File: src/rtl/fifo_read_streamer.sv
// Read side of an async FIFO: Gray/binary read pointer, empty flag and level,
// plus a 2-entry skid buffer that turns a registered-read memory into a valid/ready stream.
module fifo_read_streamer #(
  parameter int DATASIZE = 8,
  parameter int ADDRSIZE = 4
) (
  input  logic                rclk,
  input  logic                rrst,
  input  logic [ADDRSIZE:0]   rq2_wptr,
  output logic [ADDRSIZE:0]   rptr,
  output logic                rempty,
  output logic                rclken,
  output logic [ADDRSIZE-1:0] raddr,
  input  logic [DATASIZE-1:0] rdata,
  output logic                m_valid,
  input  logic                m_ready,
  output logic [DATASIZE-1:0] m_data,
  output logic [ADDRSIZE:0]   rlevel
);

  logic [ADDRSIZE:0]   rbin_q, rbin_d;
  logic [ADDRSIZE:0]   rptr_q, rptr_d;
  logic                rempty_q, rempty_d;
  logic [ADDRSIZE:0]   rlevel_q, rlevel_d;
  logic [ADDRSIZE:0]   wbin;
  logic                inflight_q;
  logic [1:0]          held_q, held_d;
  logic [DATASIZE-1:0] buf_q [2];
  logic [DATASIZE-1:0] buf_d [2];
  logic [2:0]          occ;
  logic [1:0]          wr_idx;
  logic                pop, issue;

  always_comb begin
    wbin = '0;
    for (int unsigned i = 0; i <= ADDRSIZE; i++) begin
      wbin[i] = ^(rq2_wptr >> i);
    end
  end

  assign pop = (held_q != 2'd0) && m_ready;
  assign occ = 3'(held_q) + 3'(inflight_q);
  // Issue only if the word will still fit once the in-flight read lands.
  assign issue = !rrst && !rempty_q && (occ < (3'd2 + 3'(pop)));

  always_comb begin
    rbin_d   = rbin_q + (ADDRSIZE+1)'(issue);
    rptr_d   = rbin_d ^ (rbin_d >> 1);
    rempty_d = (rptr_d == rq2_wptr);
    rlevel_d = wbin - rbin_d;
  end

  always_comb begin
    buf_d  = buf_q;
    held_d = held_q + 2'(inflight_q) - 2'(pop);
    wr_idx = held_q - 2'(pop);
    if (pop) begin
      buf_d[0] = buf_q[1];
    end
    // Capture lands behind whatever survives this cycle's pop, keeping order.
    if (inflight_q) begin
      buf_d[wr_idx[0]] = rdata;
    end
  end

  always_ff @(posedge rclk) begin
    if (rrst) begin
      rbin_q     <= '0;
      rptr_q     <= '0;
      rempty_q   <= 1'b1;
      rlevel_q   <= '0;
      inflight_q <= 1'b0;
      held_q     <= '0;
    end else begin
      rbin_q     <= rbin_d;
      rptr_q     <= rptr_d;
      rempty_q   <= rempty_d;
      rlevel_q   <= rlevel_d;
      inflight_q <= issue;
      held_q     <= held_d;
    end
  end

  always_ff @(posedge rclk) begin
    buf_q <= buf_d;
  end

  assign rptr    = rptr_q;
  assign rempty  = rempty_q;
  assign rlevel  = rlevel_q;
  assign rclken  = issue;
  assign raddr   = rbin_q[ADDRSIZE-1:0];
  assign m_valid = (held_q != 2'd0);
  assign m_data  = buf_q[0];

endmodule

File: config.mk
export PLATFORM = sky130hd
export DESIGN_NAME = fifo_read_streamer
export DESIGN_NICKNAME = d
export VERILOG_FILES = /design/src/rtl/fifo_read_streamer.sv
export SDC_FILE = /design/constraint.sdc
export NUM_CORES = 1
export LEC_CHECK = 0
export ABC_AREA = 1
export BUFFER_PORTS_ARGS = -buffer_cell sky130_fd_sc_hd__buf_2
export CORE_UTILIZATION = 52
export CTS_CLUSTER_SIZE = 30
export DETAILED_ROUTE_END_ITERATION = 8
export GPL_ROUTABILITY_DRIVEN = 0
export PLACE_DENSITY_LB_ADDON = 0.05
export SETUP_SLACK_MARGIN = 0.4
export SYNTH_ARGS = -nofsm -noshare
export SYNTH_HDL_FRONTEND = slang
export SYNTH_SLANG_ARGS = --single-unit
File: constraint.sdc
create_clock -name rclk -period 7.35 [get_ports rclk]
set_clock_uncertainty 0.15 [all_clocks]
set_input_delay 0.3675 -clock rclk [delete_from_list [all_inputs] [get_ports rclk]]
set_output_delay 0.3675 -clock rclk [all_outputs]
set_load 0.005 [all_outputs]
# After elaboration in Yosys (flattened, before gate mapping)
# Index checks and enable logic that the tools add are counted.
# word_totals
ram_bits	0
reg_bits	35
mem_count	0
romBits	0
latchBits	0
in_bits	16
# op_classes
mul	0
n_lt_le_gt_ge	3
n_div	0
n_reduce_logical	12
n_eq_ne	1
shift	0
mux	5
n_addsub	7
bitwise	2
# op_table
op	count
5-bit XOR reduction	5
16-bit bitwise mux	1
16-bit two-way mux	1
8-bit two-way mux	2
8-bit demux with 1-bit select	1
5-bit by 1-bit adder with 5-bit output	1
5-bit == test	1
5-bit subtractor	1
5-bit by 4-bit XOR with 5-bit output	1
1-bit logical AND	4
2-bit by 1-bit adder with 3-bit output	1
2-bit by 1-bit adder with 3-bit output (first input constant)	1
3-bit less-than comparator	1
2-bit by 1-bit adder with 2-bit output	1
2-bit greater-or-equal comparator (second input constant)	1
1-bit logical NOT	2
2-bit by 1-bit less-than comparator with 1-bit output (second input constant)	1
1-bit NOT with 2-bit output	1
2-bit nonzero test	1
2-bit by 1-bit subtractor with 2-bit output	1
1-bit subtractor	1

# Depth between registers and ports, before layout
# Gate-level depths: netlist (run 1).
# logic_depth
ltp_word	10
mapped_depth	17

# Worst setup path before layout (run 1)
# No wires, ideal clock.
# synth_timing
path_kind	flip-flop to flip-flop
start	register inflight_q
end	register rlevel_q[4], in the netlist rlevel[4]
path_slack_ps	4516
path_stages_with_launch	13
setup_time_ps	115
required_time_ps	7085
arrival_time_ps	2569
path_cell_list	dfxtp_1 -> ha_1 -> ha_1 -> o21ai_0 -> inv_1 -> nor4_1 -> ha_1 -> ha_1 -> fa_1 -> nor2_1 -> nand3_1 -> a21oi_1 -> nor2_1
# synth_via
elab_chain_len	5
# synth_lines
item	line_no	source
start, declared	26	logic inflight_q;
start signal, assigned	79	inflight_q <= issue;
2-bit by 1-bit adder with 3-bit output	42	assign occ = 3'(held_q) + 3'(inflight_q);
3-bit less-than comparator	44	assign issue = !rrst && !rempty_q && (occ < (3'd2 + 3'(pop)));
1-bit logical AND	44	
net rclken	12	output logic rclken,
5-bit by 1-bit adder with 5-bit output	47	rbin_d = rbin_q + (ADDRSIZE+1)'(issue);
net rbin_d[1]	21	logic [ADDRSIZE:0] rbin_q, rbin_d;
5-bit subtractor	50	rlevel_d = wbin - rbin_d;
end signal, assigned	78	rlevel_q <= rlevel_d;
end, declared	24	logic [ADDRSIZE:0] rlevel_q, rlevel_d;
# The timed path passes the listed nets, and every way through them passes these cells.
# A chain may end at the register's enable or synchronous reset.

# Worst setup path in the final report (run 1)
# layout_timing
start	register inflight_q
end	register rlevel_q[4], in the netlist rlevel[4]
# layout_via
elab_chain_len	5
# layout_lines
item	line_no
2-bit by 1-bit adder with 3-bit output	42
3-bit less-than comparator	44
1-bit logical AND	44
5-bit by 1-bit adder with 5-bit output	47
net rbin_d[1]	21
5-bit subtractor	50
# The timed path passes the listed nets, and every way through them passes these cells.

==> results of run 1 <==
layout by cell type (no fill, tap or decap), drive strengths merged:
master / netlist / routed
nand2: 56 / 56
buf: 8 / 40
dfxtp: 26 / 26
inv: 24 / 24
nor2: 23 / 23
nand3: 16 / 16
ha: 9 / 9
edfxtp: 8 / 8
o21ai: 8 / 8
a21oi: 7 / 7
a31oi: 6 / 6
clkbuf: 2 / 6
xor2: 4 / 4
nand4: 3 / 3
nor4: 2 / 2
or2: 1 / 1
o21bai: 1 / 1
fa: 1 / 1
bufinv: 0 / 1
clkinv: 0 / 1
layer usage:
layer	up-vias	track usage, %	wire [um]
met5	-	0	0
met4	0	10.6	57
met3	9	5.68	168
met2	45	33.5	1490
met1	659	26.8	1620
li1	730	-	-
per-stage QoR:
stage | power, mW | cells | util [%]
global route | 0.651 | 287 | 64.1
CTS | 0.607 | 287 | 64.1
finish | 0.600 | 287 | 64.1
floorplan | 0.427 | 205 | -
global placement | 0.462 | 279 | 61.7
detailed placement | 0.472 | 279 | 61.7
where the power goes:
group	internal (mW)	switching, mW
registers	0.240	0.0205
logic	0.0876	0.119
clock network	0.0708	0.0623
total	0.398	0.202
worst max-delay path: stages (launching register included):
cell,delay (ns)
dfxtp_1,0.36
ha_1,0.21
ha_1,0.26
o21ai_0,0.07
inv_1,0.07
nor4_1,0.33
ha_1,0.26
ha_1,0.30
fa_1,0.47
nor2_1,0.12
nand3_1,0.10
a21oi_1,0.15
nor2_1,0.05
how the worst max path moves through the flow:
| stage | endpoint | slack [ns] | cells after the start |
|---|---|---|---|
| 5_1_grt | rlevel[3] | 4.02 | 15 |
| 6_report | rlevel[4] | 4.35 | 12 |
| 3_3_place_gp | rlevel[4] | 4.52 | 12 |
| 3_5_place_dp | rlevel[4] | 4.38 | 12 |
| 4_1_cts | rlevel[4] | 4.35 | 12 |
| 2_1_floorplan | rlevel[4] | 4.52 | 12 |
cells by family after synthesis:
kind of cell / synth area share, %
AOI/OAI and AO/OA: 7.61
buffers and inverters: 9.14
DFF: 44.1
adders and majority gates: 7.69
xor gates and xnor gates: 3.12
and+or+nand+nor: 28.4
Yosys cell counts:
master / number
o21ai_0: 7
edfxtp_1: 8
o21bai_4: 1
a31oi_1: 6
ha_1: 9
inv_1: 20
dfxtp_1: 26
o21ai_1: 1
clkbuf_1: 2
xor2_4: 1
a21oi_1: 7
nand3_1: 13
nand4_1: 3
fa_1: 1
or2_2: 1
nor4_1: 2
nand3_4: 1
nand2_4: 4
buf_4: 8
nand3_2: 2
inv_2: 4
xor2_1: 3
nor2_1: 23
nand2_2: 9
nand2_1: 43
cell type report:
cell class	instances	share of cell area, %
tap	44	2.77
clock inverter	2	1.70
clock buffer	6	2.08
timing repair buffer	40	10.1
multi-input combinational	137	40.6
sequential	34	38.3
inverter	24	4.53
==> results.ini, run 1 <==
[status]
status=complete, no violations

[floorplan]
die_height_um=59.6
initial_utilization_pct=55.6
coreArea_sq_um=3100
rows=20
die_w_um=59.6
dieArea_sq_um=3550
ioPinCount=41

[placed_design]
place_hpwl_um=2530
place_area_sq_um=1910
portBuffers=40
dpl_worst_slack_ns=4.38

[worst_hold_path]
min-delay-start=rdata[0]
hold_class=in2reg
min_path_cells=1

[pwr]
p_per_area_nw_per_um2=302
leakagePower_nw=1.03
ir_drop_uv=187

[yosys]
syn_area_per_cell_sq_um=8.42
ys_seq_area_share_pct=44.1
yosys_warnings=0
synthTopCellsByArea=dfxtp_1, edfxtp_1, nand2_1
yosysTopAreaCellShare_pct=30.2
syn_inst=205
ys_ff_latch=34
synth.distinct_cells=25
synth_nets=231
yosys.area.top_type=dfxtp_1
synth_area_sq_um=1730

[clocking]
h-tree-depth=2
clkTransAtPathRegs_ns=0.11
tritoncts=yes
cts_buffer_depth=2
cts_setup_buffers=0
clock_latency_ns=0.33
numCtsBuffers=5
cts_hold_buf=0
ctsResizeCount=0
clkSinkCount=34
cts_root_buffer=clkbuf_4

[worst_setup_path]
crit_type=reg2reg
reg2reg_from=inflight_q
critPathMaxFanout=4
critPathLaunch=inflight_q
end_kind=flip-flop
cp.required_ns=7.44
crit_arrival_ns=3.08
worstReg2RegEnd=rlevel[4]
r2r_cells=12
rrSetupSlack_ns=4.35
crit_path_start_kind=flip-flop

[sta]
final_max_slew_viol_count=0
setup_viol=0
hold_violations=0
worst_pin_slew_ns=0.722
setup_slack_ns=4.35
whs_ns=0.0666
fin_setup_tns_ns=0
min_period_ns=3.00
max_slew_margin_pct=51.7
clock.fmax_mhz=334
min_period_over_period_pct=40.8
rsz0062_at_grt=false

[route]
detail-route-antenna-nets=0
wl_um=3340
vias_per_cell=5.03
drc=0
drt-initial-drc-count=65
routed-via-count=1443
wl_per_cell_um=11.6
drt-pass1-iter-count=5

[global_routing]
grt_pass1_vias=1343
grt_first_pass_wirelength_um=5510
overflow=0
antenna_found_initial=0
grt_use_total_pct=21.3
grt_max_degree=16

[cells_and_area]
fin_area_sq_um=1990
nFillCells=319
n_antenna_cell=0
drive_above_1_share_pct=28.4
multi_input_area_sq_um=807
fin_nets=268
ff_latch_area_sq_um=761
syn2layout_area_growth_pct=15.2

[job]
drv_cap=0

Note: power is estimated with default switching activity, not from simulation.
==> run 2: changes to the inputs <==
Settings changed: CORE_UTILIZATION 52 to 48.
Clock period 7.35 ns to 2.55 ns, I/O delays scaled along.
==> run 2 against run 1 <==
  * Highest routed layer unchanged
  * First-iteration DRC count is 1.5% lower
  * Power grew to 3.4 times the previous value
  * Sequential share of layout area is 7.7 points lower
  * Via count is 6.9% higher
  * Non-clock buffer count is 29 higher
  * Critical path depth is 5 higher
  * Die area is 8.1% higher
  * Largest power group is now combinational logic
  * Setup slack worse by 4.4 ns
  * Flip-flop and latch count stayed put
  * Largest cell class unchanged
  * The flow now finishes with violations (negative setup slack)
  * Clock power grew to 3.1 times the previous value
  * Clock-buffer cell count is 1 lower
  * Global-route usage is 2.0 points higher
==> results.ini, run 2 (synthesis results as in run 1) <==
[route]
drt-pass1-iter-count=5  ; unchanged
vias_per_cell=4.85  ; -3.6%
highest_layer=met4
wl_per_cell_um=13.0  ; +12%
drt-initial-drc-count=64  ; -1.5%
wl_met2_um=2040  ; +36%
wl_um=4130  ; +24%
m1WireLength_um=1820  ; +12%
routed-via-count=1542  ; +6.9%
drc=0  ; unchanged
wl_met3_um=192  ; +14%
detail-route-antenna-nets=0  ; unchanged

[clocking]
clock_latency_ns=0.35  ; +0.02 ns
cts_buffer_depth=2  ; unchanged
cts_root_buffer=clkbuf_4
clkSinkCount=34  ; unchanged
tritoncts=yes
clkTransAtPathRegs_ns=0.12  ; about the same
h-tree-depth=2  ; unchanged
numCtsBuffers=5  ; unchanged

[placed_design]
place_hpwl_um=2740  ; +8.4%
place_area_sq_um=2060  ; +7.9%
portBuffers=40  ; unchanged

[worst_setup_path]
crit_arrival_ns=2.80  ; -0.28 ns
end_kind=flip-flop
reg2reg_from=held_q[0]
crit_type=reg2reg
worstReg2RegEnd=rempty
rrSetupSlack_ns=-0.09  ; -4.45 ns
r2r_cells=17  ; +5
crit_path_start_kind=flip-flop
critPathMaxFanout=4  ; unchanged
cp.required_ns=2.70  ; -4.74 ns

[floorplan]
ioPinCount=41  ; unchanged
die_w_um=62.0  ; +4.0%
coreArea_sq_um=3390  ; +9.2%
die_height_um=62.0  ; +4.0%
dieArea_sq_um=3840  ; +8.1%
initial_utilization_pct=50.9  ; -4.7 points
rows=21  ; +5.0%

[sta]
clock.fmax_mhz=378  ; +13%
hold_violations=0  ; unchanged
setup_slack_ns=-0.0938  ; -4.45 ns
setup_viol=2  ; +2
min_period_ns=2.64  ; -0.353 ns
worst_pin_slew_ns=0.401  ; -0.321 ns
rsz0062_at_grt=true
min_period_over_period_pct=104  ; +63 points
whs_ns=0.0184  ; -0.0482 ns
final_max_slew_viol_count=0  ; unchanged
max_slew_margin_pct=73.2  ; +22 points

[global_routing]
grt_use_total_pct=23.3  ; +2.0 points
grt_pass1_vias=1446  ; +7.7%
grt_first_pass_wirelength_um=6370  ; +16%
overflow=0  ; unchanged
grt_max_degree=16  ; unchanged
antenna_found_initial=0  ; unchanged

[status]
violations=negative setup slack
status=finished with violations

[cells_and_area]
nFillCells=266  ; -17%
n_antenna_cell=0  ; unchanged
ff_latch_area_sq_um=764  ; +0.49%
syn2layout_area_growth_pct=44.8
mostFrequentLayoutCell=buf_2
layout_common_cells=buf_2, nand2_1, dfxtp_1
fin_nets=297  ; +11%
drive_above_1_share_pct=45.6  ; +17 points
fin_area_sq_um=2500  ; +26%
multi_input_area_sq_um=1020  ; +26%

[worst_hold_path]
min_to=rempty
min_path_cells=5  ; +4
min-delay-start=rq2_wptr[2]
hold_class=in2reg

[job]
drv_cap=0  ; unchanged

[pwr]
ir_drop_uv=569  ; +200%
p_per_area_nw_per_um2=811  ; +170%
leakagePower_nw=1.19  ; +16%

run 2: cell types whose count changed in the layout (fill, tap and decap cells not counted), sizes merged:
cell,previous run,this run
buf,40,59
clkbuf,6,5
clkinv,1,0
clkinvlp,0,2
dlygate4sd3,0,10
run 2: worst max-delay path by stage:
stage | cells after the start | end | slack [ns] | startpoint
global placement | 12 | rlevel[4] | -0.02 | held_q[0]
floorplan | 12 | rlevel[4] | -0.0002 | inflight_q
detailed placement | 15 | rlevel[3] | -0.09 | held_q[0]
global route | 12 | rlevel[4] | -0.17 | held_q[0]
finish | 17 | rempty | -0.09 | held_q[0]
CTS | 13 | rlevel[4] | -0.02 | held_q[0]
run 2: layout make-up:
class	instances	share of cell area, %
clock buffers	5	1.50
clock inverters	3	1.80
inverters	24	3.91
multi-input cells	137	40.7
flip-flops and latches	34	30.6
well taps	46	2.30
repair buffers	69	19.2
run 2: worst max-delay path, stage by stage (launching register included):
cell     delay (ns)
dfxtp_2        0.36
ha_4           0.16
ha_4           0.20
o21ai_2        0.05
inv_2          0.06
nor4_4         0.34
ha_4           0.21
ha_4           0.17
inv_4          0.05
nand2_2        0.07
nand2_4        0.07
nand2_2        0.09
nand2_1        0.08
nand2_1        0.11
nand3_1        0.10
nor2_2         0.16
nand3_2        0.09
nand2_1        0.06
run 2: where the power goes:
group / leakage (nW) / switching [mW] / total [mW] / internal (mW)
sequential: 0.289 / 0.0690 / 0.764 / 0.695
combinational: 0.866 / 0.437 / 0.857 / 0.420
clock: 0.0374 / 0.201 / 0.406 / 0.206
total: 1.19 / 0.707 / 2.03 / 1.32
run 2: metal layers:
metal / vias to the layer above / global-route usage (%)
met2: 40 / 39.4
met4: 0 / 7.62
met5: - / 0
li1: 792 / -
met1: 702 / 29.4
met3: 8 / 5.18
run 2: timing repair:
action	4_1_cts	5_1_grt
hold buffers	10	0
pin swaps	16	23
endpoints found under the setup margin	14	15
setup buffers	7	4
endpoints found under the hold margin	24	0
resized for setup	18	26
run 2: stage by stage:
step / power, mW / TNS (ns) / std cells / setup WS [ns] / util, %
6_report: 2.03 / -0.164 / 318 / -0.0938 / 73.7
5_1_grt: 2.17 / -0.519 / 318 / -0.174 / 73.7
4_1_cts: 1.94 / -0.0157 / 314 / -0.0156 / 70.0
3_5_place_dp: 1.46 / -0.227 / 289 / -0.0867 / 60.9
3_3_place_gp: 1.44 / -0.0183 / 289 / -0.0165 / 60.9
2_1_floorplan: 1.29 / -0.000195 / 205 / -0.000195 / -
==> run 3: changes to the inputs <==
Settings changed: CTS_BUF_LIST set to sky130_fd_sc_hd__clkbuf_16, SKIP_CTS_REPAIR_TIMING set to 1, SLEW_MARGIN set to 20.
==> run 3 against run 2 <==
  * The flow still finishes with violations (negative setup slack)
  * Wire length is 6.4% lower
  * Power is 12% higher
  * First-iteration DRC count is 38% lower
  * Sequential power hardly changed
==> results.ini, run 3 (synthesis results as in run 1) <==
[floorplan]
coreArea_sq_um=3390  ; unchanged
ioPinCount=41  ; unchanged
die_height_um=62.0  ; unchanged
die_w_um=62.0  ; unchanged
initial_utilization_pct=50.9  ; unchanged
rows=21  ; unchanged
dieArea_sq_um=3840  ; unchanged

[pwr]
power_mw=2.27  ; +12%
clockPowerShare_pct=30.1  ; +10 points
switching_share_pct=31.5  ; -3.3 points
internal_power_mw=1.56  ; +18%
leakagePower_nw=1.17  ; -2.2%
pwr-share-comb_pct=36.2  ; -6.1 points
pwr-share-seq_pct=33.7  ; -4.0 points
power_switching_uw=717  ; +1.5%
ir_drop_uv=669  ; +17%
p_per_area_nw_per_um2=934  ; +15%

[cells_and_area]
nFillCells=270  ; +1.5%
mostFrequentLayoutCell=buf_2
syn2layout_area_growth_pct=41.0
n_antenna_cell=0  ; unchanged
layout.cells.non_filler=307  ; -3.5%
layout_common_cells=buf_2, nand2_1, nor2_1, dfxtp_1, inv_1
fin_nets=286  ; -3.7%
drive_above_1_share_pct=42.1  ; -3.4 points

[route]
wl_per_cell_um=12.6  ; -3.1%
wl_um=3860  ; -6.4%
drt-initial-drc-count=40  ; -38%
drc=0  ; unchanged
vias_per_cell=4.84  ; -0.25%
detail-route-antenna-nets=0  ; unchanged
routed-via-count=1485  ; -3.7%
drt-pass1-iter-count=4  ; -1

[sta]
max_slew_margin_pct=78.6  ; +5.4 points
final_max_slew_viol_count=0  ; unchanged
min_period_over_period_pct=102  ; -1.5 points
setup_viol=1  ; -1
rsz0062_at_grt=true
whs_ns=0.0696  ; +0.0511 ns
hold_violations=0  ; unchanged
setup_slack_ns=-0.0568  ; +0.0371 ns
worst_pin_slew_ns=0.321  ; -0.0797 ns
clock.fmax_mhz=384  ; +1.4%
fin_setup_tns_ns=-0.0568  ; +0.108 ns
min_period_ns=2.61  ; -0.0371 ns

[placed_design]
place_inst=289  ; unchanged
dpl_worst_slack_ns=-0.0867  ; unchanged
portBuffers=40  ; unchanged
place_hpwl_um=2740  ; unchanged

[worst_setup_path]
cp.required_ns=2.57  ; -0.13 ns
critical_path_buf_inv_count=1  ; -1
critPathMaxStageDelay_ns=0.39  ; +0.03 ns
crit_arrival_ns=2.63  ; -0.17 ns
critPathMaxFanout=3  ; -1
cp_top_family=adder cells
end_kind=flip-flop
path_common_cell=ha_4
crit_type=reg2reg
crit_path_start_kind=flip-flop
cp_cell_sequence=ha_4 -> ha_4 -> o21ai_2 -> inv_2 -> nor4_4 -> ha_4 -> ha_4 -> fa_2 -> nor2_1 -> nand3_1 -> a21oi_1 -> nor2_1
crit_slowest_cell=fa_2

[clocking]
clkSinkCount=34  ; unchanged
h-tree-depth=2  ; unchanged
tritoncts=yes
cts_buffer_depth=2  ; unchanged
numCtsBuffers=5  ; unchanged
clkTransAtPathRegs_ns=0.05  ; -0.07 ns
cts_root_buffer=clkbuf_16
clock_latency_ns=0.28  ; -0.07 ns

[global_routing]
grt_use_total_pct=21.4  ; -1.9 points
grt_pass1_vias=1327  ; -8.2%
overflow=0  ; unchanged
grt_first_pass_wirelength_um=5770  ; -9.4%
grt_max_degree=16  ; unchanged
antenna_found_initial=0  ; unchanged

[status]
violations=negative setup slack
status=finished with violations

[worst_hold_path]
hold_class=in2reg

[job]
drv_cap=0  ; unchanged

==> run 3: cell count changes in the layout (fill, tap and decap cells not counted), sizes merged <==
cell / change
buf: -9
dlygate4sd3: -2
==> run 3: metrics by stage <==
step | util (%) | instance area, sq um
floorplan | - | 1810
global placement | 60.9 | 2060
detailed placement | 60.9 | 2060
CTS | 65.9 | 2230
global route | 71.8 | 2430
finish | 71.8 | 2430
==> run 3: final timing paths <==
| kind | to | from | slack [ns] | cells past startpoint |
|---|---|---|---|---|
| max | rlevel[4] | held_q[0] | -0.06 | 12 |
| min | held_q[0] | rrst | 0.07 | 2 |
| max reg2reg | rlevel[4] | held_q[0] | -0.06 | 12 |
| min reg2reg | m_data[4] | m_data[4] | 0.33 | 2 |
==> run 3: power groups by stage <==
stage,Sequential (mW),Combinational [mW],Clock [mW]
3_3_place_gp,0.770,0.668,0
6_report,0.766,0.824,0.683
4_1_cts,0.766,0.699,0.704
3_5_place_dp,0.774,0.691,0
2_1_floorplan,0.772,0.520,0
5_1_grt,0.785,0.921,0.723
==> run 3: worst reg2reg max path: cells and delay by family (launching register included) <==
kind                     cells  cell delay [ns]
AND/OR/NAND/NOR              4             0.56
AO/OA/AOI/OAI                2             0.21
flip-flops                   1             0.34
adder cells (fa/ha/maj)      5             1.19
buffers and inverters        1             0.06
==> run 3: area by class of cell <==
| cell class | count | area [sq um] | area share (%) |
|---|---|---|---|
| Multi-Input combinational cell | 137 | 990 | 40.7 |
| Sequential cell | 34 | 764 | 31.4 |
| Timing Repair Buffer | 58 | 359 | 14.8 |
| Clock buffer | 5 | 125 | 5.14 |
| Inverter | 24 | 92.6 | 3.80 |
| Tap cell | 46 | 57.6 | 2.37 |
| Clock inverter | 3 | 45.0 | 1.85 |
==> run 3: routing by layer <==
metal	vias up	GRT usage, %	share of wire [%]
li1	766	-	-
met1	670	27.2	45
met2	44	33.0	49
met3	5	6.21	4.5
met4	0	10.5	1.5
met5	-	0	0
